<file path="src/rtl/riscv_alu_pkg.sv">
// Shared types and constants for the RV32I execute-stage ALU.
// Optional branch flags are enabled with `define ALU_BRANCH_FLAGS_EN.
package riscv_alu_pkg;

    localparam int XLEN = 32;
    localparam int SHAMT_W = 5;

    typedef enum logic [3:0] {
        ALU_ADD   = 4'b0000,
        ALU_SUB   = 4'b0001,
        ALU_SLL   = 4'b0010,
        ALU_SLT   = 4'b0011,
        ALU_SLTU  = 4'b0100,
        ALU_XOR   = 4'b0101,
        ALU_SRL   = 4'b0110,
        ALU_SRA   = 4'b0111,
        ALU_OR    = 4'b1000,
        ALU_AND   = 4'b1001,
        ALU_PASSB = 4'b1010
    } alu_op_e;

    function automatic logic [XLEN-1:0] bitRev(input logic [XLEN-1:0] d);
        logic [XLEN-1:0] r;
        for (int i = 0; i < XLEN; i++) r[i] = d[XLEN-1-i];
        return r;
    endfunction

endpackage

</file>
<file path="src/rtl/riscv_alu_shifter.sv">
// Shared barrel shifter: one right shifter, left shifts done by reversing
// the operand on the way in and the result on the way out.
module riscv_alu_shifter
    import riscv_alu_pkg::*;
(
    input  logic [XLEN-1:0]    data,
    input  logic [SHAMT_W-1:0] shamt,
    input  logic               shiftLeft,
    input  logic               shiftArith,
    output logic [XLEN-1:0]    result
);

    logic [XLEN-1:0] src;
    logic [XLEN-1:0] shifted;
    logic            fill;

    always_comb begin
        src     = shiftLeft ? bitRev(data) : data;
        fill    = shiftArith & ~shiftLeft & data[XLEN-1];
        // Sign fill: set every vacated upper bit when the fill bit is 1.
        shifted = (src >> shamt) | (fill ? ~({XLEN{1'b1}} >> shamt) : '0);
        result  = shiftLeft ? bitRev(shifted) : shifted;
    end

endmodule

</file>
<file path="src/rtl/riscv_alu.sv">
// Registered RV32I ALU: combinational op mux, one output register stage.
// `define ALU_BRANCH_FLAGS_EN adds registered zero/lt/ltu branch flags.
module riscv_alu #(
    parameter int XLEN = riscv_alu_pkg::XLEN
) (
    input  logic            clk,
    input  logic            rst_n,
    input  logic [XLEN-1:0] opA,
    input  logic [XLEN-1:0] opB,
    input  logic [3:0]      aluOutSel,
    input  logic            in_valid,
    output logic [XLEN-1:0] aluOut,
    output logic            out_valid
`ifdef ALU_BRANCH_FLAGS_EN
    ,
    output logic            zero,
    output logic            lt,
    output logic            ltu
`endif
);

    import riscv_alu_pkg::alu_op_e;
    import riscv_alu_pkg::SHAMT_W;
    import riscv_alu_pkg::ALU_ADD;
    import riscv_alu_pkg::ALU_SUB;
    import riscv_alu_pkg::ALU_SLL;
    import riscv_alu_pkg::ALU_SLT;
    import riscv_alu_pkg::ALU_SLTU;
    import riscv_alu_pkg::ALU_XOR;
    import riscv_alu_pkg::ALU_SRL;
    import riscv_alu_pkg::ALU_SRA;
    import riscv_alu_pkg::ALU_OR;
    import riscv_alu_pkg::ALU_AND;
    import riscv_alu_pkg::ALU_PASSB;

    localparam int STAGES = 1;

    logic [XLEN-1:0] shiftRes;
    logic [XLEN-1:0] aluNext;
    logic            sLt;
    logic            uLt;
    logic            shiftLeft;
    logic            shiftArith;
    logic [STAGES:0] vldPipe;

    assign sLt        = $signed(opA) < $signed(opB);
    assign uLt        = opA < opB;
    assign shiftLeft  = (aluOutSel == ALU_SLL);
    assign shiftArith = (aluOutSel == ALU_SRA);

    riscv_alu_shifter uShifter (
        .data      (opA),
        .shamt     (opB[SHAMT_W-1:0]),
        .shiftLeft (shiftLeft),
        .shiftArith(shiftArith),
        .result    (shiftRes)
    );

    always_comb begin
        aluNext = '0;
        case (alu_op_e'(aluOutSel))
            ALU_ADD:   aluNext = opA + opB;
            ALU_SUB:   aluNext = opA - opB;
            ALU_SLL,
            ALU_SRL,
            ALU_SRA:   aluNext = shiftRes;
            ALU_SLT:   aluNext = {{(XLEN-1){1'b0}}, sLt};
            ALU_SLTU:  aluNext = {{(XLEN-1){1'b0}}, uLt};
            ALU_XOR:   aluNext = opA ^ opB;
            ALU_OR:    aluNext = opA | opB;
            ALU_AND:   aluNext = opA & opB;
            ALU_PASSB: aluNext = opB;
            default:   aluNext = '0;
        endcase
    end

    assign vldPipe[0] = in_valid;

    always_ff @(posedge clk or negedge rst_n) begin
        if (!rst_n) begin
            vldPipe[STAGES:1] <= '0;
            aluOut            <= '0;
        end else begin
            vldPipe[STAGES:1] <= vldPipe[STAGES-1:0];
            // Result holds when no new operation is issued.
            if (in_valid) aluOut <= aluNext;
        end
    end

    assign out_valid = vldPipe[STAGES];

`ifdef ALU_BRANCH_FLAGS_EN
    always_ff @(posedge clk or negedge rst_n) begin
        if (!rst_n) begin
            zero <= 1'b0;
            lt   <= 1'b0;
            ltu  <= 1'b0;
        end else if (in_valid) begin
            zero <= (opA == opB);
            lt   <= sLt;
            ltu  <= uLt;
        end
    end
`endif

endmodule

</file>
<file path="config.mk">
export PLATFORM = sky130hd
export DESIGN_NAME = riscv_alu
export DESIGN_NICKNAME = d
export VERILOG_FILES = /design/src/rtl/riscv_alu_pkg.sv /design/src/rtl/riscv_alu_shifter.sv /design/src/rtl/riscv_alu.sv
export SDC_FILE = /design/constraint.sdc
export NUM_CORES = 1
export LEC_CHECK = 0
export CORE_ASPECT_RATIO = 2
export CORE_UTILIZATION = 60
export DETAILED_ROUTE_END_ITERATION = 10
export GPL_ROUTABILITY_DRIVEN = 1
export PLACE_DENSITY = 0.89
export SYNTH_ARGS = -nofsm -noshare
export SYNTH_HDL_FRONTEND = slang
export SYNTH_SLANG_ARGS = --single-unit
</file>
<file path="constraint.sdc">
create_clock -name clk -period 3.6 [get_ports clk]
set_input_delay 0.72 -clock clk [delete_from_list [all_inputs] [get_ports clk]]
set_output_delay 0.72 -clock clk [all_outputs]
set_load 0.02 [all_outputs]
</file>
==> results.ini, run 1 <==
[clock_tree]
hold_buffers=0
cts_made_buffers=5
max-clock-path-buffers=2
clockRootBuffer=clkbuf_16
cts.sink_count=33
h-tree-depth=2

[logic_synthesis]
synthCells=1253
synth_top_area_share_pct=13.1
yosysSeqAreaShare_pct=9.03
syn_area_um2=9150
synth_top_area_cell=ha_1
syn_area_per_cell_um2=7.30
synthTopCellsByArea=ha_1 13%, mux4_2 9.1%, dfrtp_1 9.0%
synth-main-ff-cell=dfrtp_1
synth.distinct_cells=75
synth_edf_count=0
synthArstFlopShare_pct=100
yosysWarnings=0
syn-num-nets=1422
ys_ff_latch=33

[global_routing]
grt_pass1_wl_um=111000
grt_max_degree=34
grt_overflow_total=988
grt_pass1_vias=17800
grt_use_total_pct=94.9

[placed_design]
io_buffer_count=103
dp_hpwl_um=38600
gp_congestion=1.29
place_area_um2=12600

[die]
die_w_um=89.3
die_h_um=177
fp-row-count=63
start_util_pct=61.7
io_pins=104

[run_status]
failed_stage=5_1_grt
stop_error=[ERROR GRT-0116] Global routing finished with congestion. Check the congestion regions in the DRC Viewer.
status=aborted with a tool error

==> through the flow <==
| step | hold slack (ps) | TNS [ps] | std cells | util [%] | setup WS [ps] |
|---|---|---|---|---|---|
| 2_1_floorplan | 424 | -4.52 | 1253 | - | -4.52 |
| 3_3_place_gp | 479 | -11070 | 1784 | 85.3 | -648 |
| 4_1_cts | 504 | -38.9 | 1808 | 90.2 | -38.9 |
| 3_5_place_dp | 487 | -16190 | 1784 | 85.3 | -815 |
==> timing repair <==
action,in CTS
buffers inserted,16
cloned,1
gates resized for setup,109
pin swaps,22
endpoints found under the setup margin,30
==> cells by family after synthesis <==
logic type | count (synthesis) | synth area share [%]
DFF | 33 | 9.03
xor gates and xnor gates | 12 | 1.15
muxes | 86 | 15.4
adders and majority gates | 98 | 13.6
and+or+nand+nor | 381 | 19.6
AOI/OAI and AO/OA | 450 | 33.2
buffers and inverters | 193 | 8.12
==> metal layers <==
layer	GRT overflow	global-route usage, %
met5	1	43.7
met3	20	73.5
met4	287	107
met2	664	117
met1	16	86.9
==> synthesized netlist by cell type, types with 11 or more instances <==
library cell / instances
dfrtp_1: 33
a22oi_1: 28
nand3_1: 23
and3_1: 12
o22ai_1: 12
a21oi_1: 111
buf_1: 11
o21bai_1: 11
a211oi_1: 18
nor2_1: 115
nor2b_1: 19
a21o_1: 18
inv_1: 91
a31oi_1: 18
nand2_1: 107
ha_1: 96
mux2i_1: 40
nand4_1: 14
clkbuf_1: 82
nor3_1: 32
o21ai_0: 84
nand2b_1: 13
a221oi_1: 30
o221ai_1: 20
mux4_2: 37
o211ai_1: 17
==> inputs of run 2 (changes only) <==
- CORE_ASPECT_RATIO: 2 -> unset
- CORE_UTILIZATION: 60 -> 40
- PLACE_DENSITY: 0.89 -> unset
- PLACE_DENSITY_LB_ADDON: unset -> 0.15
==> run 2 against run 1 <==
The run now ends clean. Synthesized cell count stayed put. Synthesized area stayed put.
==> results.ini, run 2 <==
[cells_and_area]
top_register=aluOut
nets=1798
final_cell_mix=350 x buf_4, 113 x nor2_1, 107 x nand2_1, 105 x a21oi_1, 91 x clkdlybuf4s50_1
syn_to_final_growth_pct=49.2
largest_reg_flops=32
final_util_pct=61.8
n_antenna_cell=0
final_cells=1910
final_common_cell=buf_4
design_area_um2=13700
drive_gt1_share_pct=31.3

[clock_tree]
clkSlewWorstSetupHoldPaths_ps=60
cts_tree=built
cts.sink_count=33
clockRootBuffer=clkbuf_16
max-clock-path-buffers=2
h-tree-depth=2
insertion_delay_ps=290
cts_made_buffers=5

[setup_path]
start_kind=input port
rr_startpoint=aluOut[30]
crit_required_ps=3760
path_max_fanout=4
r2r_cells=6
worstPathArrival_ps=3680
r2r-end=aluOut[30]
r2r_slack_ps=1560
cp-end-kind=register
worst-setup-path-type=input port to register

[logic_synthesis]
synthTopCellsByArea=ha_1 13%, mux4_2 9.1%, dfrtp_1 9.0%
synth-main-ff-cell=dfrtp_1
synth_edf_count=0
synth.distinct_cells=75
yosysWarnings=0
syn-num-nets=1422
syn_area_um2=9150
synth_top_area_cell=ha_1
synth_common_cells=115 x nor2_1, 111 x a21oi_1, 107 x nand2_1
synth_top_area_share_pct=13.1
syn_area_per_cell_um2=7.30
ys_ff_latch=33
synthCells=1253
synthArstFlopShare_pct=100
yosysMostFrequentCell=nor2_1
yosysSeqAreaShare_pct=9.03

[timing]
fin_skew_ps=0
slew_viol_final=0
period_needed_ps=3510
slew_headroom_pct=38.9
whs_ps=489
min_period_over_period_pct=97.6
max_freq_ghz=0.285
worst_pin_slew_ps=917
hold_viol_final=0
setup_viol=0

[pwr]
p_leak_nw=6.21
power_density_nw_per_um2=220
ir_drop_mv=0.175

[die]
die_area_um2=23500
fp-row-count=54
start_util_pct=41.4
die_w_um=153
io_pins=104
core_area_um2=22100
die_h_um=153

[route]
viasPerCell=6.37
routed_wl_um=43900
firstDrtPassIters=6
vias=12200
drt_iter0_markers=1427
wl_per_cell_um=23.0
ant_nets=0
drc=0

[flow_run]
drv_cap=0

[global_routing]
grt_pass1_wl_um=66500
met1_usage_pct=50.3
use_met2_pct=56.7
grt_overflow_total=0
use_met3_pct=4.99
grt-busiest-layer=met2
grt_use_total_pct=36.7
grt_pass1_vias=11400
antenna_found_initial=0
grt_max_degree=34

[hold_path]
hold_class=register to register
min_to=aluOut[4]
whs_path_depth=1
hp-start=aluOut[4]

[placed_design]
dp_hpwl_um=35100
io_buffer_count=103
gp_congestion=1.13
placed_cells=1883
place_area_um2=12800

[run_status]
status=completed

## run 2: timing repair
item                                    in CTS  in global routing
buffers inserted                            12                  6
endpoints found under the setup margin      32                 30
gates resized for setup                     56                 62
pin swaps                                   20                 19
hold buffers                                 0                  0
cloned                                       1                  0
## run 2: cell families (layout without fill, tap and decap cells)
| family | Yosys count | count (layout) | share of synthesized area, % |
|---|---|---|---|
| AOI/OAI and AO/OA | 450 | 450 | 33.2 |
| adders and majority gates | 98 | 98 | 13.6 |
| buffers and inverters | 193 | 570 | 8.12 |
| and+or+nand+nor | 381 | 381 | 19.6 |
| DFF | 33 | 33 | 9.03 |
| xor gates and xnor gates | 12 | 12 | 1.15 |
| muxes | 86 | 86 | 15.4 |
## run 2: worst max-delay path: stages
cell and delay, ps:
clkdlybuf4s50_1 530, inv_2 70, buf_4 140, ha_2 220, or2_2 320, o221ai_4 220
a211oi_2 110, buf_4 160, nand4_1 100, buf_6 150, a31oi_4 100, buf_4 170
a211oi_2 230, xnor2_1 110, a221oi_2 270, a21oi_1 70
## run 2: per-layer routing
metal	share of wire, %	vias to the layer above
met3	11	121
met2	43	802
met5	0	-
met1	41	5776
met4	5.3	0
li1	-	5463
## run 2: layout make-up
type	count	area, µm²
Multi-Input combinational cell	1027	8070
Fill cell	2016	8440
Clock buffer	7	153
Sequential cell	33	826
Timing Repair Buffer	468	3890
Inverter	94	358
Tap cell	280	350
Clock inverter	1	5.00
## run 2: worst max path at each step
stage                  from    endpoint  slack, ps  cells past startpoint
3_3_place_gp   aluOutSel[0]   aluOut[8]       -760                      9
3_5_place_dp         opA[0]  aluOut[28]       -820                     15
2_1_floorplan        opB[2]  aluOut[17]         -5                     15
4_1_cts              opA[0]  aluOut[24]        -10                     15
5_1_grt              opB[3]  aluOut[28]        -20                     16
6_report             opB[3]  aluOut[28]         90                     16
## run 2: report_power, final
part / switching [W] / total, W / internal [W]
sequential: 0.0000310 / 0.000441 / 0.000410
combinational: 0.00110 / 0.00207 / 0.000968
clock: 0.000203 / 0.000497 / 0.000294
total: 0.00133 / 0.00301 / 0.00167
## run 2: metrics by stage
stage / worst slack [ps] / setup TNS, ps / total power, W
after floorplan: -4.52 / -4.52 / 0.00141
after global placement: -758 / -15460 / 0.00232
after detailed placement: -818 / -15890 / 0.00233
after CTS: -14.0 / -29.2 / 0.00290
after global routing: -17.2 / -37.0 / 0.00315
final: 87.1 / 0 / 0.00301
Note: power is estimated with default switching activity, not from simulation.
